<file path="src/rtl/btn_pkg.sv">
// rtl/btn_pkg.sv - shared constants and channel state type for the button debouncer
package btn_pkg;

    localparam int NUM_BTN_DEFAULT = 4;
    localparam int DEBOUNCE_SIM    = 4;
    localparam int DEBOUNCE_HW     = 100_000;

    typedef enum logic {
        IDLE     = 1'b0,
        COUNTING = 1'b1
    } ch_state_t;

endpackage

</file>
<file path="src/rtl/btn_debounce_if.sv">
// rtl/btn_debounce_if.sv - raw button pins and conditioned button outputs
interface btn_debounce_if #(
    parameter int NUM_BTN = 4
);
    logic [NUM_BTN-1:0] btn_raw;
    logic [NUM_BTN-1:0] btn_db;
    logic [NUM_BTN-1:0] btn_rise;
    logic [NUM_BTN-1:0] btn_fall;
    logic [NUM_BTN-1:0] btn_tgl;

    modport master (
        output btn_raw,
        input  btn_db,
        input  btn_rise,
        input  btn_fall,
        input  btn_tgl
    );

    modport slave (
        input  btn_raw,
        output btn_db,
        output btn_rise,
        output btn_fall,
        output btn_tgl
    );
endinterface

</file>
<file path="src/rtl/debounce_ch.sv">
// rtl/debounce_ch.sv - one button channel: 2-flop synchroniser, stability counter,
// debounced level, registered edge pulses and press toggle
module debounce_ch
    import btn_pkg::*;
#(
    parameter int DEBOUNCE_CYCLES = DEBOUNCE_HW
) (
    input  logic clk,
    input  logic rst,
    input  logic btn_raw,
    output logic btn_db,
    output logic btn_rise,
    output logic btn_fall,
    output logic btn_tgl
);

    localparam int CW = (DEBOUNCE_CYCLES > 2) ? $clog2(DEBOUNCE_CYCLES) : 1;
    localparam logic [CW-1:0] TERM = CW'(DEBOUNCE_CYCLES - 1);

    logic          s1, s2;
    logic          stable, stable_n;
    logic [CW-1:0] cnt, cnt_n;
    logic          rise_n, fall_n, tgl_n;
    ch_state_t     st, st_n;

    always_ff @(posedge clk or posedge rst) begin
        if (rst) begin
            s1       <= 1'b0;
            s2       <= 1'b0;
            stable   <= 1'b0;
            cnt      <= '0;
            st       <= IDLE;
            btn_rise <= 1'b0;
            btn_fall <= 1'b0;
            btn_tgl  <= 1'b0;
        end else begin
            s1       <= btn_raw;
            s2       <= s1;
            stable   <= stable_n;
            cnt      <= cnt_n;
            st       <= st_n;
            btn_rise <= rise_n;
            btn_fall <= fall_n;
            btn_tgl  <= tgl_n;
        end
    end

    always_comb begin
        st_n     = st;
        cnt_n    = cnt;
        stable_n = stable;
        rise_n   = 1'b0;
        fall_n   = 1'b0;
        tgl_n    = btn_tgl;
        case (st)
            IDLE: begin
                cnt_n = '0;
                if (s2 != stable) begin
                    st_n  = COUNTING;
                    cnt_n = CW'(1);
                end
            end
            COUNTING: begin
                if (s2 == stable) begin
                    // glitch: drop the partial count and wait for the next mismatch
                    st_n  = IDLE;
                    cnt_n = '0;
                end else if (cnt == TERM) begin
                    st_n     = IDLE;
                    cnt_n    = '0;
                    stable_n = s2;
                    rise_n   = s2;
                    fall_n   = ~s2;
                    tgl_n    = btn_tgl ^ s2;
                end else begin
                    cnt_n = cnt + CW'(1);
                end
            end
            default: begin
                st_n  = IDLE;
                cnt_n = '0;
            end
        endcase
    end

    assign btn_db = stable;

endmodule

</file>
<file path="src/rtl/btn_debounce.sv">
// rtl/btn_debounce.sv - NUM_BTN independent debounce channels behind one interface
module btn_debounce
    import btn_pkg::*;
#(
    parameter int NUM_BTN         = NUM_BTN_DEFAULT,
    parameter int DEBOUNCE_CYCLES = DEBOUNCE_HW
) (
    input  logic           clk,
    input  logic           rst,
    btn_debounce_if.slave  bif
);

    logic [NUM_BTN-1:0] db_v, rise_v, fall_v, tgl_v;

    for (genvar i = 0; i < NUM_BTN; i++) begin : g_ch
        debounce_ch #(
            .DEBOUNCE_CYCLES (DEBOUNCE_CYCLES)
        ) u_ch (
            .clk      (clk),
            .rst      (rst),
            .btn_raw  (bif.btn_raw[i]),
            .btn_db   (db_v[i]),
            .btn_rise (rise_v[i]),
            .btn_fall (fall_v[i]),
            .btn_tgl  (tgl_v[i])
        );
    end

    assign bif.btn_db   = db_v;
    assign bif.btn_rise = rise_v;
    assign bif.btn_fall = fall_v;
    assign bif.btn_tgl  = tgl_v;

endmodule

</file>
<file path="src/flat_wrapper.sv">
// flat-port wrapper written by rule: the top's interface ports become plain ports
module btn_debounce_flat import btn_pkg::*;
#(
    parameter int NUM_BTN         = NUM_BTN_DEFAULT,
    parameter int DEBOUNCE_CYCLES = DEBOUNCE_HW
)
  (clk, rst, bif_btn_raw, bif_btn_db, bif_btn_rise, bif_btn_fall, bif_btn_tgl);
  btn_debounce_if #(.NUM_BTN(NUM_BTN)) bif_i ();
  input  logic clk;
  input  logic rst;
  input wire logic [$bits(bif_i.btn_raw)-1:0] bif_btn_raw;
  output wire logic [$bits(bif_i.btn_db)-1:0] bif_btn_db;
  output wire logic [$bits(bif_i.btn_rise)-1:0] bif_btn_rise;
  output wire logic [$bits(bif_i.btn_fall)-1:0] bif_btn_fall;
  output wire logic [$bits(bif_i.btn_tgl)-1:0] bif_btn_tgl;
  assign bif_i.btn_raw = bif_btn_raw;
  assign bif_btn_db = bif_i.btn_db;
  assign bif_btn_rise = bif_i.btn_rise;
  assign bif_btn_fall = bif_i.btn_fall;
  assign bif_btn_tgl = bif_i.btn_tgl;
  btn_debounce #(.NUM_BTN(NUM_BTN), .DEBOUNCE_CYCLES(DEBOUNCE_CYCLES)) u_core (.clk(clk), .rst(rst), .bif(bif_i));
endmodule
</file>
<file path="config.mk">
export PLATFORM = sky130hd
export DESIGN_NAME = btn_debounce_flat
export DESIGN_NICKNAME = d
export VERILOG_FILES = /design/src/rtl/btn_pkg.sv /design/src/rtl/btn_debounce_if.sv /design/src/rtl/debounce_ch.sv /design/src/rtl/btn_debounce.sv /design/src/flat_wrapper.sv
export SDC_FILE = /design/constraint.sdc
export NUM_CORES = 1
export LEC_CHECK = 0
export ABC_CLOCK_PERIOD_IN_PS = 8800
export CORE_AREA = 2 2 119 121
export CTS_CLUSTER_DIAMETER = 40
export DETAILED_ROUTE_END_ITERATION = 8
export DIE_AREA = 0 0 121 123
export GPL_TIMING_DRIVEN = 0
export PLACE_DENSITY = 0.51
export SYNTH_ARGS = -nofsm -noshare
export SYNTH_HDL_FRONTEND = slang
export SYNTH_SLANG_ARGS = --single-unit
</file>
<file path="constraint.sdc">
create_clock -name clk -period 8.8 [get_ports clk]
set_input_delay 1.32 -clock clk [delete_from_list [all_inputs] [get_ports clk]]
set_output_delay 1.32 -clock clk [all_outputs]
set_load 0.01 [all_outputs]
</file>
# [After elaboration in Yosys (flattened, before gate mapping)]
# Cells that the tools add are included.
[classes] bitwise=16 n_mux=56 add_sub_neg=4 n_reduce_logical=4 n_eq_ne=12
[op_table] cell="17-bit 2-to-1 mux" count=8
[op_table] cell="17-bit one-hot mux with 2 select lines" count=4
[op_table] cell="17-bit by 1-bit adder with 17-bit output, second input constant" count=4
[op_table] cell="17-bit == test, second input constant" count=4
[op_table] cell="1-bit 2-to-1 mux" count=40
[op_table] cell="1-bit inverter" count=12
[op_table] cell="3-bit AND reduction" count=4
[op_table] cell="1-bit one-hot mux with 2 select lines" count=4
[op_table] cell="1-bit == test" count=4
[op_table] cell="1-bit inequality test" count=4
[op_table] cell="1-bit XOR" count=4
[word_totals] regBits=96 out_inout_bits=16 inputBits=6 wordCells=124

# [Logic depth before layout (Yosys ltp)]
# Gate-level depths: netlist of the first run.
[logic_depth] ltp_word=4 mapped_depth=8 depth_no_buf=5

# [By module]
# A second synthesis of the first run with hierarchy kept.
[unflattened] cells_unflattened=432 hier_area_um2=4494.3
[by_module_without_submodules] mod="debounce_ch" instances=4 seq_area_each_um2=600.6 cells_per_inst=108 area_per_inst_um2=1123.6

# [Worst setup path after synthesis of the first run]
# No wires, ideal clock.
[synth_timing] kind="register -> output" from="register u_core.g_ch[0].u_ch.stable" to="output port bif_btn_db[0]" path_stages_with_launch=2 arrival_time_ns=0.550 n_path_buf=1 required_time_ns=7.480 path_slack_ns=6.930 cell_sequence="dfrtp_1 -> buf_4"
[synth_rtl] item="start, declared" line="debounce_ch.sv:21" text="logic stable, stable_n;"
[synth_rtl] item="start signal, assigned" line="debounce_ch.sv:39" text="stable <= stable_n;"
[synth_rtl] item="end, declared" line="flat_wrapper.sv:12" text="output wire logic [$bits(bif_i.btn_db)-1:0] bif_btn_db;"
# No word-level cell between the ends.

# [Final worst setup path of the first run]
[layout_timing] from="register u_core.g_ch[3].u_ch.stable" to="output port bif_btn_db[3]"
[layout_rtl] item="start, declared" line="debounce_ch.sv:21"
[layout_rtl] item="start signal, assigned" line="debounce_ch.sv:39"
# No word-level cell between the ends.

==> flow_metrics.tcl, run 1 <==
set metrics [dict create \
    drive_above_1_share_pct 11.9 \
    whs_ps 354 \
    leakage_nw 2.11 \
    cts_buffers 9 \
    hpwl_um 6050 \
    clkTransAtPathRegs_ps 70 \
    end_kind "output pin" \
    grt_use_total_pct 13.0 \
    overflow 0 \
    use_met3_pct 2.31 \
    root_buffer "clkbuf_16" \
    dieWidth_um 121 \
    synth.distinct_cells 51 \
    min-delay-start "u_core.g_ch[1].u_ch.s1$_DFF_PP0_" \
    core_um2 13600 \
    drv_cap 0 \
    met1_usage_pct 17.7 \
    ys_seq_area_share_pct 51.4 \
    r2r-end "u_core.g_ch[0].u_ch.cnt[14]$_DFF_PP0_" \
    gp_congestion 0.805 \
    worstPathMaxFanout 6 \
    synth_seq_cells 96 \
    dr.pass1.iters 4 \
    routedWlPerCell_um 13.0 \
    synth_edf_count 0 \
    cts_tree "yes" \
    slew_headroom_pct 66.8 \
    post_cts_buffers 0 \
    antenna_found_initial 0 \
    setup_violations 0 \
    ys.flop_type "dfrtp_1" \
    synthArstFlopShare_pct 100 \
    start_util_pct 34.4 \
    ctsHtreeMaxLevel 3 \
    fp.dieH_um 123 \
    crit_required_ps 7480 \
    yosysWarnings 0 \
    clock_sinks 96 \
    r2r_slack_ps 6450 \
    max_clock_freq_mhz 362 \
    hp-class "reg -> reg" \
    ff2ff_path_depth 7 \
    route.detailed.drc 0 \
    diodes 0 \
    p_total_mw 0.890 \
    syn-num-nets 461 \
    syn_avg_cell_area_um2 10.4 \
    finalMaxSlewViolations 0 \
    grt_pass1_wl_um 15300 \
    netlist_instances 451 \
    fill_cells 1341 \
    cts-resized-gates 0 \
    netlist_area_um2 4680 \
    setup_tns_ps 0 \
    worst_ir_drop_vdd_v 0.0000837 \
    period_needed_ps 2760 \
    status "completed" \
    rsz0062_at_grt "false" \
    critPathLaunchType "flop" \
    grt_pass1_vias 3147 \
    routed_wl_um 8710 \
    num_io_pins 22 \
    grt_busiest_layer "met2" \
    fin_nets 494 \
    clk_latency_ps 350 \
    worstSetupPathType "reg -> out" \
    fin_skew_ps 8.40 \
    rows 43 \
    ant_nets 0 \
    r2r-start "u_core.g_ch[0].u_ch.cnt[0]$_DFF_PP0_" \
    finalCritPeriodShare_pct 31.4 \
    first_iter_violations 110 \
    p_per_area_nw_per_um2 163 \
    grt_max_degree 61 \
    num_vias 3253 \
    syn_to_final_growth_pct 16.6 \
    portBuffers 21 \
    hold_buffers 0 \
    cp.arrival_ps 1440 \
    dieArea_um2 14900 \
    via_per_inst 4.86 \
    use_met2_pct 20.1 \
    holdPathStages 0 \
    finalHoldViolCount 0 \
    ctsLongestPathBuffers 2 \
    max_slew.worst_pin.slew_ps 494 \
    min_to "u_core.g_ch[1].u_ch.s2$_DFF_PP0_" \
]
## worst max-delay path, stage by stage (launching register included)
cell             delay, ps
dfrtp_1                440
buf_4                  140
clkdlybuf4s50_1        520
## placed cells by master (no fill, tap or decap), drive strengths merged, types with 5 or more instances in the layout
cell type      count
clkbuf            16
nand2             15
nor4              26
nor3b              6
xor2              15
buf               24
nor2              73
nor3              15
a21oi              6
dfrtp             96
xnor2             50
clkdlybuf4s50     21
or3                5
inv               20
nand3             25
nand4             26
or4                5
## area by class of cell
type                       instances  area [um2]  share of cell area [%]
buffer                            29         206                    3.79
inverter                          16        62.6                    1.15
clock buffer                      10         239                    4.38
multi-input combinational        310        2010                    36.8
sequential                        96        2400                    44.0
timing repair buffer              22         238                    4.36
clock inverter                     6        72.6                    1.33
tap                              180         225                    4.13
## how the worst max path moves through the flow
stage                                                      start                                     end  slack, ps  depth (start not counted)
after floorplan                                              rst  u_core.g_ch[0].u_ch.btn_db$_DFFE_PP0P_       4970                          1
after global placement                                       rst   u_core.g_ch[1].u_ch.cnt[14]$_DFF_PP0_       3470                          2
after detailed placement                                     rst   u_core.g_ch[1].u_ch.cnt[14]$_DFF_PP0_       6370                          3
after CTS                 u_core.g_ch[3].u_ch.btn_db$_DFFE_PP0P_                           bif_btn_db[3]       6010                          2
after global routing      u_core.g_ch[3].u_ch.btn_db$_DFFE_PP0P_                           bif_btn_db[3]       5960                          2
final                     u_core.g_ch[3].u_ch.btn_db$_DFFE_PP0P_                           bif_btn_db[3]       6040                          2
## per-layer routing
metal  share of wire [%]  vias up
met5                   0        -
met4                 2.1        0
met3                 2.9       12
met2                  46       50
met1                  49     1573
li1                    -     1618
## cells by family (layout without fill, tap and decap cells)
logic type | after synthesis | count (layout) | share of synthesized area, %
mux | 4 | 4 | 0.963
buf+inv | 45 | 83 | 5.70
simple gates | 221 | 221 | 26.5
compound gates | 16 | 16 | 2.25
xor+xnor | 65 | 65 | 12.2
flops | 96 | 96 | 51.4
fa+ha+maj | 4 | 4 | 1.07
## synth_stat cells, drive strengths merged, types with 15 or more instances
cell type / n / share of area, %
nand2: 15 / 1.2
dfrtp: 96 / 51
nor3: 15 / 1.6
xor2: 15 / 2.8
inv: 16 / 1.3
nor2: 73 / 5.9
buf: 23 / 3.9
nand4: 26 / 3.6
xnor2: 50 / 9.4
nor4: 26 / 4.2
nand3: 25 / 2.9
## state kept, by name, summed over array words and instances (netlist names)
register and cells:
u_core.g_ch.u_ch.btn_db 4, u_core.g_ch.u_ch.btn_rise 4, u_core.g_ch.u_ch.cnt 68, u_core.g_ch.u_ch.s2 4, u_core.g_ch.u_ch.btn_fall 4, u_core.g_ch.u_ch.btn_tgl 4
u_core.g_ch.u_ch.s1 4, u_core.g_ch.u_ch.st 4
## metrics by stage
stage	utilization (%)	area (um2)	cells	setup WS, ps
final	40.1	5450	669	6040
after global routing	40.1	5450	669	5960
after CTS	40.1	5450	669	6010
after detailed placement	37.8	5140	653	6370
after global placement	37.6	5110	652	3470
after floorplan	-	4680	451	4970
## where the power goes
group / internal (mW) / switching [mW] / total [mW]
Combinational: 0.0105 / 0.0182 / 0.0288
Clock: 0.233 / 0.177 / 0.410
Sequential: 0.446 / 0.00560 / 0.452
Total: 0.689 / 0.201 / 0.890
(Power assumes the default switching activity.)
==> inputs of run 2 (changes only) <==
- ABC_CLOCK_PERIOD_IN_PS: 8800 -> 2850
- clock period: 8.8 -> 2.85 ns (I/O delays scaled with it)
==> flow_metrics.tcl, run 2 (synthesis results as in run 1) <==
set metrics [dict create \
    hold_buffers 0 \
    cpPeakStageDelay_ps 470 \
    first_iter_violations 106 \
    fin_skew_ps 5.75 \
    max_slew.worst_pin.slew_ps 815 \
    hp-class "reg -> reg" \
    antenna_found_initial 0 \
    clk_latency_ps 350 \
    hpwl_um 6210 \
    grt_use_total_pct 13.5 \
    drive_above_1_share_pct 12.0 \
    ctsHtreeMaxLevel 3 \
    final_cell_mix "96 x dfrtp_1, 73 x nor2_1, 50 x xnor2_1" \
    drv_cap 0 \
    cts_tree "yes" \
    grt_pass1_wl_um 15800 \
    start_util_pct 34.4 \
    leakage_nw 2.09 \
    fp.dieH_um 123 \
    num_vias 3264 \
    critPathLaunchType "flop" \
    grt_pass1_vias 3230 \
    worstPathMaxFanout 10 \
    largest_reg_flops 68 \
    crit_family "simple AND/OR/NAND/NOR gates" \
    holdPathStages 0 \
    final_common_cell "dfrtp_1" \
    slew_headroom_pct 45.6 \
    status "completed" \
    setup_tns_ps 0 \
    setup_violations 0 \
    fin_nets 495 \
    crit_required_ps 3080 \
    p_per_area_nw_per_um2 499 \
    worstSetupPathType "reg -> reg" \
    regMostFlops "u_core.g_ch.u_ch.cnt" \
    ctsLongestPathBuffers 2 \
    ant_nets 0 \
    cp.depth 7 \
    crit_chain "ha_1 -> clkbuf_1 -> nand2_1 -> nor4_1 -> a211o_1 -> buf_2 -> nor2_1" \
    routed_wl_um 8950 \
    cts-resized-gates 0 \
    cp.arrival_ps 2530 \
    ff2ff_path_depth 7 \
    finalHoldViolCount 0 \
    routedWlPerCell_um 13.4 \
    core_um2 13600 \
    num_io_pins 22 \
    dieWidth_um 121 \
    root_buffer "clkbuf_16" \
    period_needed_ps 2300 \
    fin_ws_ps 551 \
    clock_sinks 96 \
    gp_congestion 0.797 \
    syn_to_final_growth_pct 16.8 \
    cts_buffers 9 \
    portBuffers 21 \
    dieArea_um2 14900 \
    end_kind "flop" \
    max_clock_freq_mhz 435 \
    overflow 0 \
    post_cts_buffers 0 \
    rows 43 \
    diodes 0 \
    dr.pass1.iters 4 \
    finalMaxSlewViolations 0 \
    worst_ir_drop_vdd_v 0.000324 \
    crit_buf_inv 2 \
    grt_max_degree 37 \
    finalCritPeriodShare_pct 80.7 \
    rsz0062_at_grt "false" \
    route.detailed.drc 0 \
    clkTransAtPathRegs_ps 70 \
    via_per_inst 4.87 \
    cp_slowest_cell "dfrtp_1" \
    place_ws_ps 544 \
]
## run 2: cell types whose count changed in the layout (fill, tap and decap cells not counted)
cell and change:
clkinv_2 -1, clkinv_4 +1, buf_12 +2, clkinvlp_4 +5
buf_16 -1, inv_6 -3, inv_4 -1, inv_8 -1
## run 2: path summary, 6_finish.rpt
kind	from	slack [ps]	end
max in group asynchronous	rst	1650	u_core.g_ch[3].u_ch.cnt[2]$_DFF_PP0_
min in group asynchronous	rst	580	u_core.g_ch[0].u_ch.s1$_DFF_PP0_
min reg2reg	u_core.g_ch[1].u_ch.s1$_DFF_PP0_	350	u_core.g_ch[1].u_ch.s2$_DFF_PP0_
min	u_core.g_ch[1].u_ch.s1$_DFF_PP0_	350	u_core.g_ch[1].u_ch.s2$_DFF_PP0_
max reg2reg	u_core.g_ch[0].u_ch.cnt[0]$_DFF_PP0_	550	u_core.g_ch[0].u_ch.cnt[14]$_DFF_PP0_
max	u_core.g_ch[0].u_ch.cnt[0]$_DFF_PP0_	550	u_core.g_ch[0].u_ch.cnt[14]$_DFF_PP0_
## run 2: stage by stage
| stage | hold slack (ps) | cell area (um2) | power, mW | utilization, % | instances |
|---|---|---|---|---|---|
| finish | 349 | 5460 | 2.73 | 40.1 | 670 |
| global route | 359 | 5460 | 2.84 | 40.1 | 670 |
| CTS | 354 | 5460 | 2.78 | 40.1 | 670 |
| detailed placement | 340 | 5160 | 1.52 | 37.9 | 654 |
| global placement | 332 | 5120 | 1.51 | 37.6 | 652 |
| floorplan | 331 | 4680 | 1.48 | - | 451 |
## run 2: metal layers
| metal | share of wire, % | track usage [%] | vias to the layer above |
|---|---|---|---|
| met5 | 0 | 0 | - |
| met4 | 2.4 | 6.98 | 0 |
| met3 | 2.5 | 2.68 | 10 |
| met2 | 46 | 21.0 | 33 |
| met1 | 49 | 17.8 | 1596 |
| li1 | - | - | 1625 |
## run 2: area by class of cell
type | count | area [um2]
sequential | 96 | 2400
tap | 180 | 225
buffer | 29 | 206
timing repair buffer | 23 | 250
clock buffer | 10 | 239
fill | 1343 | 8150
inverter | 16 | 63.8
multi-input combinational | 310 | 2010
clock inverter | 6 | 68.8
## run 2: worst reg2reg max path: stages (launching register included)
cell,delay [ps]
dfrtp_1,470
ha_1,180
clkbuf_1,280
nand2_1,120
nor4_1,440
a211o_1,340
buf_2,270
nor2_1,80
## run 2: report_power, final
part	switching [mW]	total (mW)	internal [mW]
Clock	0.535	1.24	0.705
Combinational	0.0570	0.0912	0.0342
Sequential	0.0176	1.40	1.38
